===== src/rtl/traffic_sensor_conditioner_if.sv =====
`default_nettype none
// ============================================================================
// Interface : traffic_sensor_conditioner_if
// Brief     : Raw sensor/button inputs and the conditioned Ta/Tb/P/R/conflict
//             outputs of the intersection front end.
// Revision  : 1.0 - initial release
// ============================================================================
interface traffic_sensor_conditioner_if;
    // Raw, asynchronous, possibly bouncing inputs
    logic car_a_raw;
    logic car_b_raw;
    logic parade_raw;
    logic release_raw;

    // Conditioned, registered outputs
    logic Ta;
    logic Tb;
    logic P;
    logic R;
    logic conflict;

    // Side that supplies the raw inputs and consumes the conditioned outputs
    modport master (
        output car_a_raw,
        output car_b_raw,
        output parade_raw,
        output release_raw,
        input  Ta,
        input  Tb,
        input  P,
        input  R,
        input  conflict
    );

    // The conditioner itself
    modport slave (
        input  car_a_raw,
        input  car_b_raw,
        input  parade_raw,
        input  release_raw,
        output Ta,
        output Tb,
        output P,
        output R,
        output conflict
    );
endinterface
`default_nettype wire


===== src/rtl/traffic_sensor_conditioner.sv =====
`default_nettype none
// ============================================================================
// Module   : traffic_sensor_conditioner
// Brief    : Synchronises and debounces the street A/B car sensors and the
//            parade/release buttons. Car channels produce level outputs with a
//            post-departure hold time; buttons produce single-cycle pulses with
//            conflict detection when both rise together.
// Revision : 1.0 - initial release
// ============================================================================
module traffic_sensor_conditioner #(
    parameter int DEB_CYCLES  = 4,   // stable cycles before a debounced value changes
    parameter int HOLD_CYCLES = 8,   // cycles Ta/Tb stay high after the car leaves
    parameter int CW          = 4    // debounce/hold counter width
) (
    input wire clk,
    input wire rst,                  // asynchronous, active-low
    traffic_sensor_conditioner_if.slave bus
);

    // Channel order used throughout: 0 = car A, 1 = car B, 2 = parade, 3 = release
    localparam int             c_nch      = 4;
    localparam logic [CW-1:0]  c_deb_last = CW'(DEB_CYCLES - 1);
    localparam logic [CW-1:0]  c_hold     = CW'(HOLD_CYCLES);
    localparam logic [CW-1:0]  c_one      = CW'(1);

    logic [c_nch-1:0] w_raw;
    logic [c_nch-1:0] r_sync1;
    logic [c_nch-1:0] r_sync2;
    logic [c_nch-1:0] w_db;        // debounced value per channel
    logic [c_nch-1:0] w_chg;       // debounced value flips on this edge
    logic [c_nch-1:0] w_rise;
    logic [c_nch-1:0] w_fall;
    logic [1:0]       w_hold_act;  // car hold timers still running
    logic [1:0]       r_btn_d;     // debounced buttons, one edge old
    logic             w_p_rise;
    logic             w_r_rise;
    logic             r_ta;
    logic             r_tb;
    logic             r_p;
    logic             r_r;
    logic             r_conflict;

    assign w_raw = {bus.release_raw, bus.parade_raw, bus.car_b_raw, bus.car_a_raw};

    // Two-flop synchroniser for every raw input; only the second stage is used
    always_ff @(posedge clk or negedge rst) begin
        if (!rst) begin
            r_sync1 <= '0;
            r_sync2 <= '0;
        end else begin
            r_sync1 <= w_raw;
            r_sync2 <= r_sync1;
        end
    end

    // Per-channel debouncer: the synchronised value must disagree with the
    // debounced value for DEB_CYCLES consecutive edges before it is accepted.
    for (genvar i = 0; i < c_nch; i++) begin : g_deb
        logic          r_db;
        logic [CW-1:0] r_cnt;

        // Count consecutive disagreements; any agreement restarts the count
        always_ff @(posedge clk or negedge rst) begin
            if (!rst) begin
                r_db  <= 1'b0;
                r_cnt <= '0;
            end else if (r_sync2[i] == r_db) begin
                r_cnt <= '0;
            end else if (r_cnt >= c_deb_last) begin
                r_db  <= r_sync2[i];
                r_cnt <= '0;
            end else begin
                r_cnt <= r_cnt + c_one;
            end
        end

        assign w_db[i]   = r_db;
        assign w_chg[i]  = (r_sync2[i] != r_db) && (r_cnt >= c_deb_last);
        assign w_rise[i] = w_chg[i] & ~r_db;
        assign w_fall[i] = w_chg[i] &  r_db;
    end

    // Post-departure hold timers for the two car channels. The timer is loaded
    // on the same edge the debounced value falls so Ta/Tb never dip to 0.
    for (genvar i = 0; i < 2; i++) begin : g_hold
        logic [CW-1:0] r_hold;

        // Load on departure, clear on arrival, otherwise count down to zero
        always_ff @(posedge clk or negedge rst) begin
            if (!rst) begin
                r_hold <= '0;
            end else if (w_fall[i]) begin
                r_hold <= c_hold;
            end else if (w_rise[i]) begin
                r_hold <= '0;
            end else if (r_hold != '0) begin
                r_hold <= r_hold - c_one;
            end
        end

        assign w_hold_act[i] = (r_hold != '0);
    end

    // Button edges are taken from the debounced value against its one-edge-old
    // copy, so a held button yields exactly one rise.
    assign w_p_rise = w_db[2] & ~r_btn_d[0];
    assign w_r_rise = w_db[3] & ~r_btn_d[1];

    // Registered outputs: traffic levels, mutually exclusive pulses, conflict
    always_ff @(posedge clk or negedge rst) begin
        if (!rst) begin
            r_btn_d    <= '0;
            r_ta       <= 1'b0;
            r_tb       <= 1'b0;
            r_p        <= 1'b0;
            r_r        <= 1'b0;
            r_conflict <= 1'b0;
        end else begin
            r_btn_d    <= w_db[3:2];
            r_ta       <= w_db[0] | w_hold_act[0];
            r_tb       <= w_db[1] | w_hold_act[1];
            r_p        <= w_p_rise & ~w_r_rise;
            r_r        <= w_r_rise & ~w_p_rise;
            r_conflict <= w_p_rise &  w_r_rise;
        end
    end

    assign bus.Ta       = r_ta;
    assign bus.Tb       = r_tb;
    assign bus.P        = r_p;
    assign bus.R        = r_r;
    assign bus.conflict = r_conflict;

endmodule
`default_nettype wire


===== src/flat_wrapper.sv =====
// flat-port wrapper written by rule: the top's interface ports become plain ports
module traffic_sensor_conditioner_flat 
#(
    parameter int DEB_CYCLES  = 4,                                                    
    parameter int HOLD_CYCLES = 8,                                                 
    parameter int CW          = 4                                  
)
  (clk, rst, bus_car_a_raw, bus_car_b_raw, bus_parade_raw, bus_release_raw, bus_Ta, bus_Tb, bus_P, bus_R, bus_conflict);
  traffic_sensor_conditioner_if bus_i ();
  input wire clk;
  input wire rst;
  input wire logic [$bits(bus_i.car_a_raw)-1:0] bus_car_a_raw;
  input wire logic [$bits(bus_i.car_b_raw)-1:0] bus_car_b_raw;
  input wire logic [$bits(bus_i.parade_raw)-1:0] bus_parade_raw;
  input wire logic [$bits(bus_i.release_raw)-1:0] bus_release_raw;
  output wire logic [$bits(bus_i.Ta)-1:0] bus_Ta;
  output wire logic [$bits(bus_i.Tb)-1:0] bus_Tb;
  output wire logic [$bits(bus_i.P)-1:0] bus_P;
  output wire logic [$bits(bus_i.R)-1:0] bus_R;
  output wire logic [$bits(bus_i.conflict)-1:0] bus_conflict;
  assign bus_i.car_a_raw = bus_car_a_raw;
  assign bus_i.car_b_raw = bus_car_b_raw;
  assign bus_i.parade_raw = bus_parade_raw;
  assign bus_i.release_raw = bus_release_raw;
  assign bus_Ta = bus_i.Ta;
  assign bus_Tb = bus_i.Tb;
  assign bus_P = bus_i.P;
  assign bus_R = bus_i.R;
  assign bus_conflict = bus_i.conflict;
  traffic_sensor_conditioner #(.DEB_CYCLES(DEB_CYCLES), .HOLD_CYCLES(HOLD_CYCLES), .CW(CW)) u_core (.clk(clk), .rst(rst), .bus(bus_i));
endmodule

===== config.mk =====
export PLATFORM = sky130hd
export DESIGN_NAME = traffic_sensor_conditioner_flat
export DESIGN_NICKNAME = d
export VERILOG_FILES = /design/src/rtl/traffic_sensor_conditioner_if.sv /design/src/rtl/traffic_sensor_conditioner.sv /design/src/flat_wrapper.sv
export SDC_FILE = /design/constraint.sdc
export NUM_CORES = 1
export LEC_CHECK = 0
export CAP_MARGIN = 20
export CORE_MARGIN = 5
export CORE_UTILIZATION = 51
export DETAILED_ROUTE_END_ITERATION = 10
export GPL_ROUTABILITY_DRIVEN = 1
export PLACE_DENSITY = 0.8
export SETUP_SLACK_MARGIN = 0.05
export SYNTH_ARGS = -nofsm -noshare
export SYNTH_HDL_FRONTEND = slang
export SYNTH_SLANG_ARGS = --single-unit
export TNS_END_PERCENT = 100

===== constraint.sdc =====
create_clock -name clk -period 1.5 [get_ports clk]
set_input_delay 0.3 -clock clk [delete_from_list [all_inputs] [get_ports clk]]
set_output_delay 0.3 -clock clk [all_outputs]
set_load 0.05 [all_outputs]

**Word level (Yosys, flattened, before mapping)**

Index checks and enable logic that the tools add are counted.

- Equality and inequality tests: 6
- Order comparisons: 4
- Muxes and demuxes: 14
- Reductions and logical operators: 10
- Bitwise logic cells: 21
- $add $sub $neg: 6

Operator list:

| cell | number |
|---|---|
| $mux 4 | 14 |
| $add 4x1->4 const B | 4 |
| $ge 4x2->1 const B | 4 |
| $not 1->1 | 10 |
| $and 1x1->1 | 9 |
| $reduce_and 2->1 | 4 |
| $reduce_bool 4->1 | 2 |
| $sub 4x1->4 const B | 2 |
| $reduce_bool 3->1 | 2 |
| $eq 1x1->1 | 4 |
| $logic_and 1x1->1 | 2 |
| $ne 1x1->1 | 2 |
| $or 1x1->1 | 2 |

- Output and inout port bits: 5
- Logic and storage cells: 79
- Input port bits: 6
- Flip-flop bits (word level): 43

**Longest topological paths before layout**

Gate-level depths: netlist of the first run.

- Depth after elaboration: 5
- Gate-level depth with buffers: 6
- Gate-level depth less buffers: 5

**Worst setup path before layout of the first run**

Ideal clock, no wire load.

- Path type: reg-to-reg
- Start: register u_core.g_hold[0].r_hold[0]
- End: register u_core.r_ta (netlist: u_core.bus.Ta)
- Data required time: 1.373 ns
- Data arrival time: 1.379 ns
- Stages on the path, launching flop included: 6
- Path slack: -0.006 ns
- Path buffers: 1
- Period minus slack after synthesis: 1.506 ns
- Library setup time: 0.127 ns
- Cell sequence: dfrtp_1 > inv_1 > ha_1 > or3b_1 > buf_2 > or2_2

- Longest elaborated chain between the ends: 2

RTL lines:

| element | RTL line | RTL |
|---|---|---|
| start: declaration | traffic_sensor_conditioner.sv:86 | `logic [CW-1:0] r_hold;` |
| start signal: assignment | traffic_sensor_conditioner.sv:93 | `r_hold <= c_hold;` |
| start signal: assignment | traffic_sensor_conditioner.sv:97 | `r_hold <= r_hold - c_one;` |
| $reduce_bool 4->1 | traffic_sensor_conditioner.sv:101 | `assign w_hold_act[i] = (r_hold != '0);` |
| $or 1x1->1 | traffic_sensor_conditioner.sv:120 | `r_ta <= w_db[0] \| w_hold_act[0];` |
| end signal: assignment | traffic_sensor_conditioner.sv:120 |  |
| end: declaration | traffic_sensor_conditioner.sv:37 | `logic r_ta;` |

No other way between the ends.
A chain may end at the register's enable or synchronous reset.

**Worst setup path in the final report of the first run**

- Start: register u_core.g_hold[1].r_hold[0]
- End: register u_core.g_hold[1].r_hold[3]

- Longest elaborated chain between the ends: 4
- Elaborated cells between the ends (all ways): 6
- Classes of those cells: 1 x add/sub; 3 x mux; 2 x reduce/logical

RTL lines:

| element | RTL line | RTL |
|---|---|---|
| start: declaration | traffic_sensor_conditioner.sv:86 |  |
| start signal: assignment | traffic_sensor_conditioner.sv:93 |  |
| start signal: assignment | traffic_sensor_conditioner.sv:97 |  |
| $sub 4x1->4 | traffic_sensor_conditioner.sv:97 |  |
| $mux 4 | traffic_sensor_conditioner.sv:96 | `end else if (r_hold != '0) begin` |
| $mux 4 | traffic_sensor_conditioner.sv:94 | `end else if (w_rise[i]) begin` |
| $mux 4 | traffic_sensor_conditioner.sv:92 | `end else if (w_fall[i]) begin` |

Parallel ways exist; a longest one is shown, timed or not. The select of a mux whose other input is x is not followed.

==> impl_metrics.json, run 1 <==
{
  "cts_sinks": 43,
  "synth_edf_count": 0,
  "drv_cap": 0,
  "grt_pass1_wl_mm": 4.574,
  "drc_errors": 0,
  "die_area_um2": 4445,
  "portBuffers": 10,
  "dpl-instance-area_um2": 1929,
  "cts_buffers": 5,
  "diodes": 0,
  "fillers": 215,
  "regToRegSetupSlack_ns": 0.08,
  "die_x_um": 66.67,
  "area_growth_pct": 28.80,
  "synthXorXnorAreaFrac": 0.03209,
  "cts_tree": "built",
  "crit_path_end_kind": "register",
  "power.leakage_nw": 0.9995,
  "post-route-cell-area_um2": 2110,
  "hold_path_class": "register to register",
  "period_share": 0.9487,
  "netlist_instances": 125,
  "synth-simple-area-share": 0.1497,
  "std_cell_rows": 20,
  "clockRootBuffer": "clkbuf_4",
  "dp.final_hpwl_mm": 1.802,
  "startpoint_type": "register",
  "grt.overflow.total": 0,
  "num_vias": 1003,
  "whs_endpoint": "u_core.r_sync2[2]$_DFF_PN0_",
  "power_density_nw_per_um2": 1607,
  "pre_cts_ws_ns": -0.02178,
  "nets": 171,
  "finalCriticalPeriod_ns": 1.423,
  "syn_area_um2": 1638,
  "ys_top_cells_by_area": "dfrtp_1, ha_1, nor2_1, xor2_1, mux2_2",
  "crit_type": "register to register",
  "clk_pin_slew_ns": 0.13,
  "clock_latency_ns": 0.35,
  "layout_commonest_cell": "dfrtp_1",
  "grt_pass1_vias": 1074,
  "die_h_um": 66.67,
  "core_um2": 3078,
  "io_pins": 11,
  "worst_ep_required_time_ns": 1.76,
  "via_per_inst": 4.965,
  "rsz0062_at_grt": "yes",
  "initial_core_util": 0.5321,
  "drv_slew": 0,
  "cts_max_path_buffers": 2,
  "vdd_drop_max_mv": 0.8780,
  "status": "finished, final reports clean",
  "avgSynthCellArea_um2": 13.10,
  "post_drt_wl_per_cell_um": 12.78,
  "routed_wl_mm": 2.582,
  "drive_gt1_frac": 0.2975,
  "hold_path_depth": 0,
  "synth-compound-area-share": 0.06188,
  "synthAdderAreaFrac": 0.06112,
  "synth-async-reset-ratio": 1.000,
  "yosys_warnings": 0,
  "setup_viol": 0,
  "ctsHtreeMaxLevel": 2,
  "drt_iter0_drc": 44,
  "hold_viol": 0,
  "grt_usage": 0.1373,
  "netlist.area_leader.share": 0.6570,
  "synth.distinct_cells": 31,
  "drtAntennaViolNets": 0,
  "finalClockSkew_ns": 0.008922,
  "synth_top_family_by_area": "simple AND/OR/NAND/NOR gates",
  "first_pass_iters": 4,
  "r2r_cells": 5,
  "cp_max_fo": 5,
  "whs_ns": 0.3693,
  "setup_slack_ns": 0.07702,
  "ys_ff_latch": 43,
  "grt_start_max_net_pins": 24,
  "max_freq_ghz": 0.7027,
  "reg2reg_to": "u_core.g_hold[1].r_hold[3]$_DFFE_PN0P_",
  "min_from": "u_core.r_sync1[2]$_DFF_PN0_",
  "antenna_found_initial": 0,
  "yosysSeqAreaShare": 0.6570,
  "synth_mux_area_frac": 0.02063,
  "r2r_start": "u_core.g_hold[1].r_hold[0]$_DFFE_PN0P_",
  "place_congestion": 0.7450,
  "synthFlopType": "dfrtp_1",
  "synth_largest_area_cell": "dfrtp_1",
  "cp_data_arrival_time_ns": 1.68,
  "layout_common_cells": "dfrtp_1, nor2_1, buf_4, conb_1"
}
==> worst max-delay path: stages, from the launching register on <==
cell	delay [ns]
dfrtp_1	0.41
inv_2	0.09
ha_4	0.15
or3b_4	0.41
o211a_1	0.13
o22a_1	0.15
==> area by class of cell <==
cell class	count	area, um2	area share
flip-flops and latches	43	1076	0.5101
multi-input cells	83	646.9	0.3066
repair buffers	20	235.2	0.1115
well taps	44	55.05	0.02610
clock inverters	3	43.79	0.02076
clock buffers	5	37.54	0.01779
inverters	4	15.01	0.007117
==> cells by family (layout without fill, tap and decap cells) <==
logic type,Yosys count,in the layout
buffers and inverters,6,32
multiplexers,3,3
other,1,8
adder cells (fa/ha/maj),8,8
AND/OR/NAND/NOR,45,45
XOR/XNOR,6,6
flip-flops,43,43
AO/OA/AOI/OAI,13,13
==> repair_timing <==
item                                    4_1_cts  5_1_grt
pin swaps                                     1        5
hold endpoints to repair                     20        0
hold buffers                                  1        0
gates resized for setup                       7       11
setup buffers                                 0        2
endpoints found under the setup margin        7       12
==> state kept, by name, indices dropped and copies added, names as in the netlist <==
name                  count
u_core.g_hold.r_hold      8
u_core.r_sync2            4
u_core.bus.Tb             1
u_core.g_deb.r_cnt       16
u_core.bus.R              1
u_core.r_btn_d            2
u_core.bus.Ta             1
u_core.bus.P              1
u_core.bus.conflict       1
u_core.r_sync1            4
u_core.g_deb.r_db         4
==> worst max path at each step <==
stage / start / end / cells past startpoint
after detailed placement: u_core.g_hold[1].r_hold[1]$_DFFE_PN0P_ / u_core.g_hold[1].r_hold[3]$_DFFE_PN0P_ / 5
after global placement: u_core.g_deb[0].r_cnt[0]$_DFF_PN0_ / u_core.g_hold[0].r_hold[3]$_DFFE_PN0P_ / 4
final: u_core.g_hold[1].r_hold[0]$_DFFE_PN0P_ / u_core.g_hold[1].r_hold[3]$_DFFE_PN0P_ / 5
after floorplan: u_core.g_hold[1].r_hold[0]$_DFFE_PN0P_ / u_core.g_hold[1].r_hold[3]$_DFFE_PN0P_ / 6
after CTS: u_core.g_deb[0].r_cnt[0]$_DFF_PN0_ / u_core.g_hold[0].r_hold[3]$_DFFE_PN0P_ / 4
after global routing: u_core.g_hold[1].r_hold[1]$_DFFE_PN0P_ / u_core.g_hold[1].r_hold[3]$_DFFE_PN0P_ / 5
==> synthesized netlist by cell type, drive strengths merged (2+ instances only) <==
library cell,instances
nor4,2
inv,4
nand3b,2
a211oi,2
nor2,10
or3,2
o31a,2
buf,2
and3,4
xnor2,2
ha,8
nor3,5
nand2b,4
a21oi,3
xor2,4
or3b,2
or2,2
nand2,6
mux2,3
nor2b,3
dfrtp,43
or2b,2
==> per-layer routing <==
metal / vias up / track usage / wire, um / part of all wire
li1: 485 / - / - / -
met1: 498 / 0.1576 / 1088 / 0.42
met2: 15 / 0.2389 / 1372 / 0.53
met3: 5 / 0.05059 / 89 / 0.034
met4: 0 / 0.03807 / 31 / 0.012
met5: - / 0 / 0 / 0
==> stage by stage <==
stage	std cells	TNS, ns	utilization	power (W)
floorplan	132	0	-	0.002108
global placement	191	0	0.6268	0.002384
detailed placement	191	-0.02178	0.6268	0.002462
CTS	200	0	0.6675	0.003300
global route	202	0	0.6854	0.003615
finish	202	0	0.6854	0.003389
==> report_power, final <==
part / switching, W / internal [W]
Sequential: 0.000141 / 0.00132
Combinational: 0.000563 / 0.000643
Clock: 0.000369 / 0.000351
(Power assumes the default switching activity.)
==> inputs of run 2 (changes only) <==
Settings changed: CORE_ASPECT_RATIO set to 0.6, REMOVE_ABC_BUFFERS set to 1.
==> run 2 against run 1 <==
Effect of this change: total power rose by 7.7%; core utilization rose by 3.7 points; clock skew fell by 0.0032 ns; cell count did not move; fmax rose by 0.59%; sequential power barely moved; critical endpoint is now u_core.bus.Tb$_DFF_PN0_.
==> impl_metrics.json, run 2 (synthesis results as in run 1) <==
{
  "portBuffers": 10,
  "crit_path_end_kind": "register",
  "cp_data_arrival_time_ns": 1.60,
  "ctsHtreeMaxLevel": 2,
  "setup_viol": 0,
  "first_pass_iters": 4,
  "pwr-share-comb": 0.353,
  "place_congestion": 0.7968,
  "via_per_inst": 4.985,
  "drive_gt1_frac": 0.3125,
  "largest-register": "u_core.g_deb.r_cnt",
  "clockRootBuffer": "clkbuf_8",
  "cp_slowest_cell": "or3b_4",
  "die_x_um": 83.16,
  "p_sw_w": 0.001137,
  "drv_slew": 0,
  "routed_wl_mm": 2.855,
  "crit_type": "register to register",
  "power_density_nw_per_um2": 1705,
  "status": "finished, final reports clean",
  "grt_start_max_net_pins": 44,
  "seqPwrFrac": 0.403,
  "diodes": 0,
  "max_freq_ghz": 0.7069,
  "reg_top3": "u_core.g_deb.r_cnt: 16 flops, u_core.g_hold.r_hold: 8 flops",
  "dp.final_hpwl_mm": 1.660,
  "grt.overflow.total": 0,
  "worst_ep_required_time_ns": 1.68,
  "grt_pass1_vias": 985,
  "finalCriticalPeriod_ns": 1.415,
  "clk_pin_slew_ns": 0.08,
  "std_cell_rows": 15,
  "num_vias": 1007,
  "layout_common_cells": "dfrtp_1, buf_4, nor2_1",
  "cts_sinks": 43,
  "drc_errors": 0,
  "p_clk_frac": 0.244,
  "fin_util": 0.7219,
  "io_pins": 11,
  "drt_iter0_drc": 42,
  "die_area_um2": 4482,
  "grt_pass1_wl_mm": 4.519,
  "initial_core_util": 0.5523,
  "antenna_found_initial": 0,
  "power.leakage_nw": 1.013,
  "finalClockSkew_ns": 0.005707,
  "rsz0062_at_grt": "yes",
  "vdd_drop_max_mv": 0.8137,
  "cts_buffers": 5,
  "fillers": 188,
  "cpPeakStageDelay_ns": 0.41,
  "drv_cap": 0,
  "cts_max_path_buffers": 2,
  "layout_commonest_cell": "dfrtp_1",
  "p_sw_frac": 0.3115,
  "clock_latency_ns": 0.30,
  "die_h_um": 53.90,
  "period_share": 0.9431,
  "hold_path_class": "input port to async pin",
  "grt_usage": 0.1399,
  "nets": 173,
  "area_growth_pct": 30.71,
  "p_int_w": 0.002513,
  "max_slew_margin": 0.6575,
  "fin_setup_tns_ns": 0,
  "startpoint_type": "register",
  "largest_reg_flops": 16,
  "cts_tree": "built",
  "cp_max_fo": 5,
  "path_cells": "inv_2 > ha_4 > or3b_4 > or2_2",
  "hold_viol": 0,
  "post_drt_wl_per_cell_um": 14.13,
  "core_um2": 2965,
  "tightestPinTransition_ns": 0.5137,
  "drtAntennaViolNets": 0
}
==> run 2: cell types whose count changed in the layout (fill, tap and decap cells not counted), sizes merged <==
cell         change
buf              +3
dlygate4sd3      -1
==> run 2: final timing paths <==
| check | to | slack, ns | startpoint | cells after the start |
|---|---|---|---|---|
| min | u_core.g_deb[0].r_cnt[0]$_DFF_PN0_ | 0.05 | rst | 2 |
| max | u_core.bus.Tb$_DFF_PN0_ | 0.09 | u_core.g_hold[1].r_hold[0]$_DFFE_PN0P_ | 4 |
| min reg2reg | u_core.r_sync2[0]$_DFF_PN0_ | 0.35 | u_core.r_sync1[0]$_DFF_PN0_ | 0 |
| max in group asynchronous | u_core.g_hold[1].r_hold[2]$_DFFE_PN0P_ | 1.09 | rst | 2 |
| min in group clk | u_core.r_sync2[0]$_DFF_PN0_ | 0.35 | u_core.r_sync1[0]$_DFF_PN0_ | 0 |
| max reg2reg | u_core.bus.Tb$_DFF_PN0_ | 0.09 | u_core.g_hold[1].r_hold[0]$_DFFE_PN0P_ | 4 |
==> run 2: worst max-delay path, delay by kind of cell, from the launching register on <==
family	cells	cell delay [ns]
fa+ha+maj	1	0.13
flops	1	0.39
buf+inv	1	0.08
simple gates	2	0.70
==> run 2: power groups by stage <==
| stage | Clock (W) | Sequential (W) | Combinational, W |
|---|---|---|---|
| final | 0.000890 | 0.00147 | 0.00129 |
| after global routing | 0.000974 | 0.00149 | 0.00142 |
| after CTS | 0.000912 | 0.00145 | 0.00104 |
| after detailed placement | 0 | 0.00147 | 0.000955 |
| after global placement | 0 | 0.00146 | 0.000936 |
| after floorplan | 0 | 0.00154 | 0.000520 |
==> run 2: layer usage <==
layer / part of all wire / GRT usage / vias up
li1: - / - / 485
met1: 0.43 / 0.1473 / 495
met2: 0.50 / 0.2327 / 20
met3: 0.046 / 0.07339 / 7
met4: 0.023 / 0.08152 / 0
met5: 0 / 0 / -
==> run 2: area by class of cell <==
cell class              instances  area, um2  share of cell area
inverters                       4      15.01            0.007013
repair buffers                 22      235.2              0.1099
flip-flops and latches         43       1076              0.5026
multi-input cells              83      649.4              0.3033
clock inverters                 3      43.79             0.02046
clock buffers                   5      68.82             0.03214
well taps                      42      52.55             0.02455
==> run 2: what timing repair did <==
action	4_1_cts	5_1_grt
setup endpoints to repair	5	12
pin swaps	0	5
gates resized for setup	4	18
hold buffers	0	0
setup buffers	1	3
gates cloned	0	0
==> run 2: per-stage QoR <==
stage / std cells / hold WS [ns] / total power, W / setup WS [ns] / cell area [um2]
2_1_floorplan: 130 / 0.004409 / 0.002065 / 0.03099 / 1654
3_3_place_gp: 190 / 0.3331 / 0.002398 / 0.04886 / 1912
3_5_place_dp: 190 / 0.3347 / 0.002426 / 0.01361 / 1912
4_1_cts: 199 / 0.06174 / 0.003406 / 0.04089 / 2044
5_1_grt: 202 / 0.08550 / 0.003885 / 0.01605 / 2141
6_report: 202 / 0.04569 / 0.003649 / 0.08536 / 2141
==> inputs of run 3 (changes only) <==
Settings changed: CORE_UTILIZATION 51 to 54, CTS_BUF_LIST set to sky130_fd_sc_hd__clkbuf_4, PLACE_DENSITY 0.8 to 0.84.
==> run 3 against run 2 <==
Effect of this change: hold slack improved by 0.32 ns; highest routed layer unchanged; count of clock-buffer cells in the layout up 1; sequential cell count is the same; critical endpoint unchanged; clock skew grew 0.0021 ns.
==> impl_metrics.json, run 3 (synthesis results as in run 1) <==
{
  "status": "finished, final reports clean",
  "die_x_um": 81.10,
  "rsz0062_at_grt": "no",
  "hold_path_class": "input port to register",
  "startpoint": "u_core.g_hold[1].r_hold[0]$_DFFE_PN0P_",
  "drv_cap": 0,
  "crit_path_end_kind": "register",
  "io_pins": 11,
  "grt_pass1_wl_mm": 4.623,
  "dp.final_hpwl_mm": 1.849,
  "regToRegSetupSlack_ns": 0.07,
  "cts_tree": "built",
  "grt_pass1_vias": 1054,
  "post_drt_wl_per_cell_um": 13.87,
  "cts_max_path_buffers": 2,
  "layout_commonest_cell": "dfrtp_1",
  "drive_gt1_frac": 0.3086,
  "die_area_um2": 4271,
  "clk_pin_slew_ns": 0.13,
  "hold_path_depth": 1,
  "drc_errors": 0,
  "whs_endpoint": "u_core.r_sync1[3]$_DFF_PN0_",
  "reg2reg_to": "u_core.bus.Tb$_DFF_PN0_",
  "largest-register": "u_core.g_deb.r_cnt",
  "setup_slack_ns": 0.06944,
  "diodes": 0,
  "grt_start_max_net_pins": 44,
  "grt.overflow.total": 0,
  "dpl.cell_count": 190,
  "portBuffers": 10,
  "max_freq_ghz": 0.6990,
  "largest_reg_flops": 16,
  "layout.cells.non_filler": 204,
  "drv_slew": 0,
  "finalCriticalPeriod_ns": 1.431,
  "power_density_nw_per_um2": 1566,
  "initial_core_util": 0.5667,
  "cp_data_arrival_time_ns": 1.68,
  "clock_latency_ns": 0.36,
  "fillers": 205,
  "drt_iter0_drc": 44,
  "place_congestion": 0.8325,
  "grt_util_met3": 0.04983,
  "r2r_cells": 4,
  "pre_cts_ws_ns": -0.04114,
  "gr-usage-met2": 0.2398,
  "hold_viol": 0,
  "cts_buffers": 5,
  "r2r_start": "u_core.g_hold[1].r_hold[0]$_DFFE_PN0P_",
  "drtAntennaViolNets": 0,
  "antenna_found_initial": 0,
  "met1_usage": 0.1791,
  "area_growth_pct": 28.50,
  "cp_max_fo": 5,
  "ctsHtreeMaxLevel": 2,
  "first_pass_iters": 4,
  "num_vias": 1043,
  "std_cell_rows": 15,
  "nets": 175,
  "grt.busiest_layer": "met2",
  "clockRootBuffer": "clkbuf_4",
  "vdd_drop_max_mv": 0.8540,
  "routed_wl_mm": 2.830,
  "die_h_um": 52.66,
  "grt_usage": 0.1515,
  "finalClockSkew_ns": 0.007851,
  "cts_sinks": 43,
  "reg_top3": "u_core.g_deb.r_cnt: 16 flops, u_core.g_hold.r_hold: 8 flops",
  "min_from": "bus_release_raw",
  "layout_common_cells": "dfrtp_1, buf_4, nor2_1",
  "crit_type": "register to register",
  "setup_viol": 0,
  "startpoint_type": "register",
  "worst_ep_required_time_ns": 1.74,
  "core_um2": 2890,
  "via_per_inst": 5.113,
  "period_share": 0.9537,
  "power.leakage_nw": 0.9966
}
[run 3: final cells by class]
class,count,area [um2],share of cell area
multi-input cells,83,638.1,0.3032
repair buffers,24,265.3,0.1260
well taps,42,52.55,0.02497
clock buffers,6,45.04,0.02140
flip-flops and latches,43,1076,0.5113
inverters,4,15.01,0.007134
clock inverters,2,12.51,0.005945
[run 3: timing repair]
| item | CTS | global route |
|---|---|---|
| pin swaps | 0 | 2 |
| setup endpoints to repair | 7 | 6 |
| hold buffers | 1 | 0 |
| resized for setup | 8 | 12 |
| setup buffers | 0 | 5 |
| hold endpoints to repair | 43 | 0 |
[run 3: critical path: stages, from the launching register on]
cell	delay, ns
dfrtp_1	0.41
inv_2	0.09
ha_4	0.13
or3b_4	0.41
or2_2	0.29
[run 3: power by group]
| group | internal (W) | switching [W] | leakage (nW) | total (W) |
|---|---|---|---|---|
| Combinational | 0.000683 | 0.000568 | 0.439 | 0.00125 |
| Sequential | 0.00132 | 0.000154 | 0.526 | 0.00148 |
| Clock | 0.000199 | 0.000368 | 0.0317 | 0.000568 |
| Total | 0.00221 | 0.00109 | 0.997 | 0.00329 |
[run 3: worst max-delay path by stage]
stage / end / slack, ns / depth (start not counted)
final: u_core.bus.Tb$_DFF_PN0_ / 0.07 / 4
after global routing: u_core.g_hold[0].r_hold[1]$_DFFE_PN0P_ / 0.03 / 4
after floorplan: u_core.bus.Ta$_DFF_PN0_ / 0.03 / 4
after CTS: u_core.g_hold[0].r_hold[1]$_DFFE_PN0P_ / 0.04 / 4
after global placement: u_core.bus.Ta$_DFF_PN0_ / 0.04 / 4
after detailed placement: u_core.bus.Ta$_DFF_PN0_ / -0.04 / 4
[run 3: metal layers]
layer  up-vias  part of all wire
met5         -                 0
met4         0             0.013
met3         5             0.042
met2        26              0.50
met1       517              0.44
li1        495                 -
[run 3: through the flow]
step | TNS, ns | area, um2 | hold WS (ns) | power, W | utilization
4_1_cts | 0 | 2014 | 0.3509 | 0.003097 | 0.6970
3_3_place_gp | 0 | 1924 | 0.2854 | 0.002395 | 0.6658
2_1_floorplan | 0 | 1654 | 0.004409 | 0.002065 | -
3_5_place_dp | -0.04114 | 1924 | 0.2864 | 0.002457 | 0.6658
6_report | 0 | 2105 | 0.3664 | 0.003295 | 0.7281
5_1_grt | 0 | 2105 | 0.3385 | 0.003507 | 0.7281
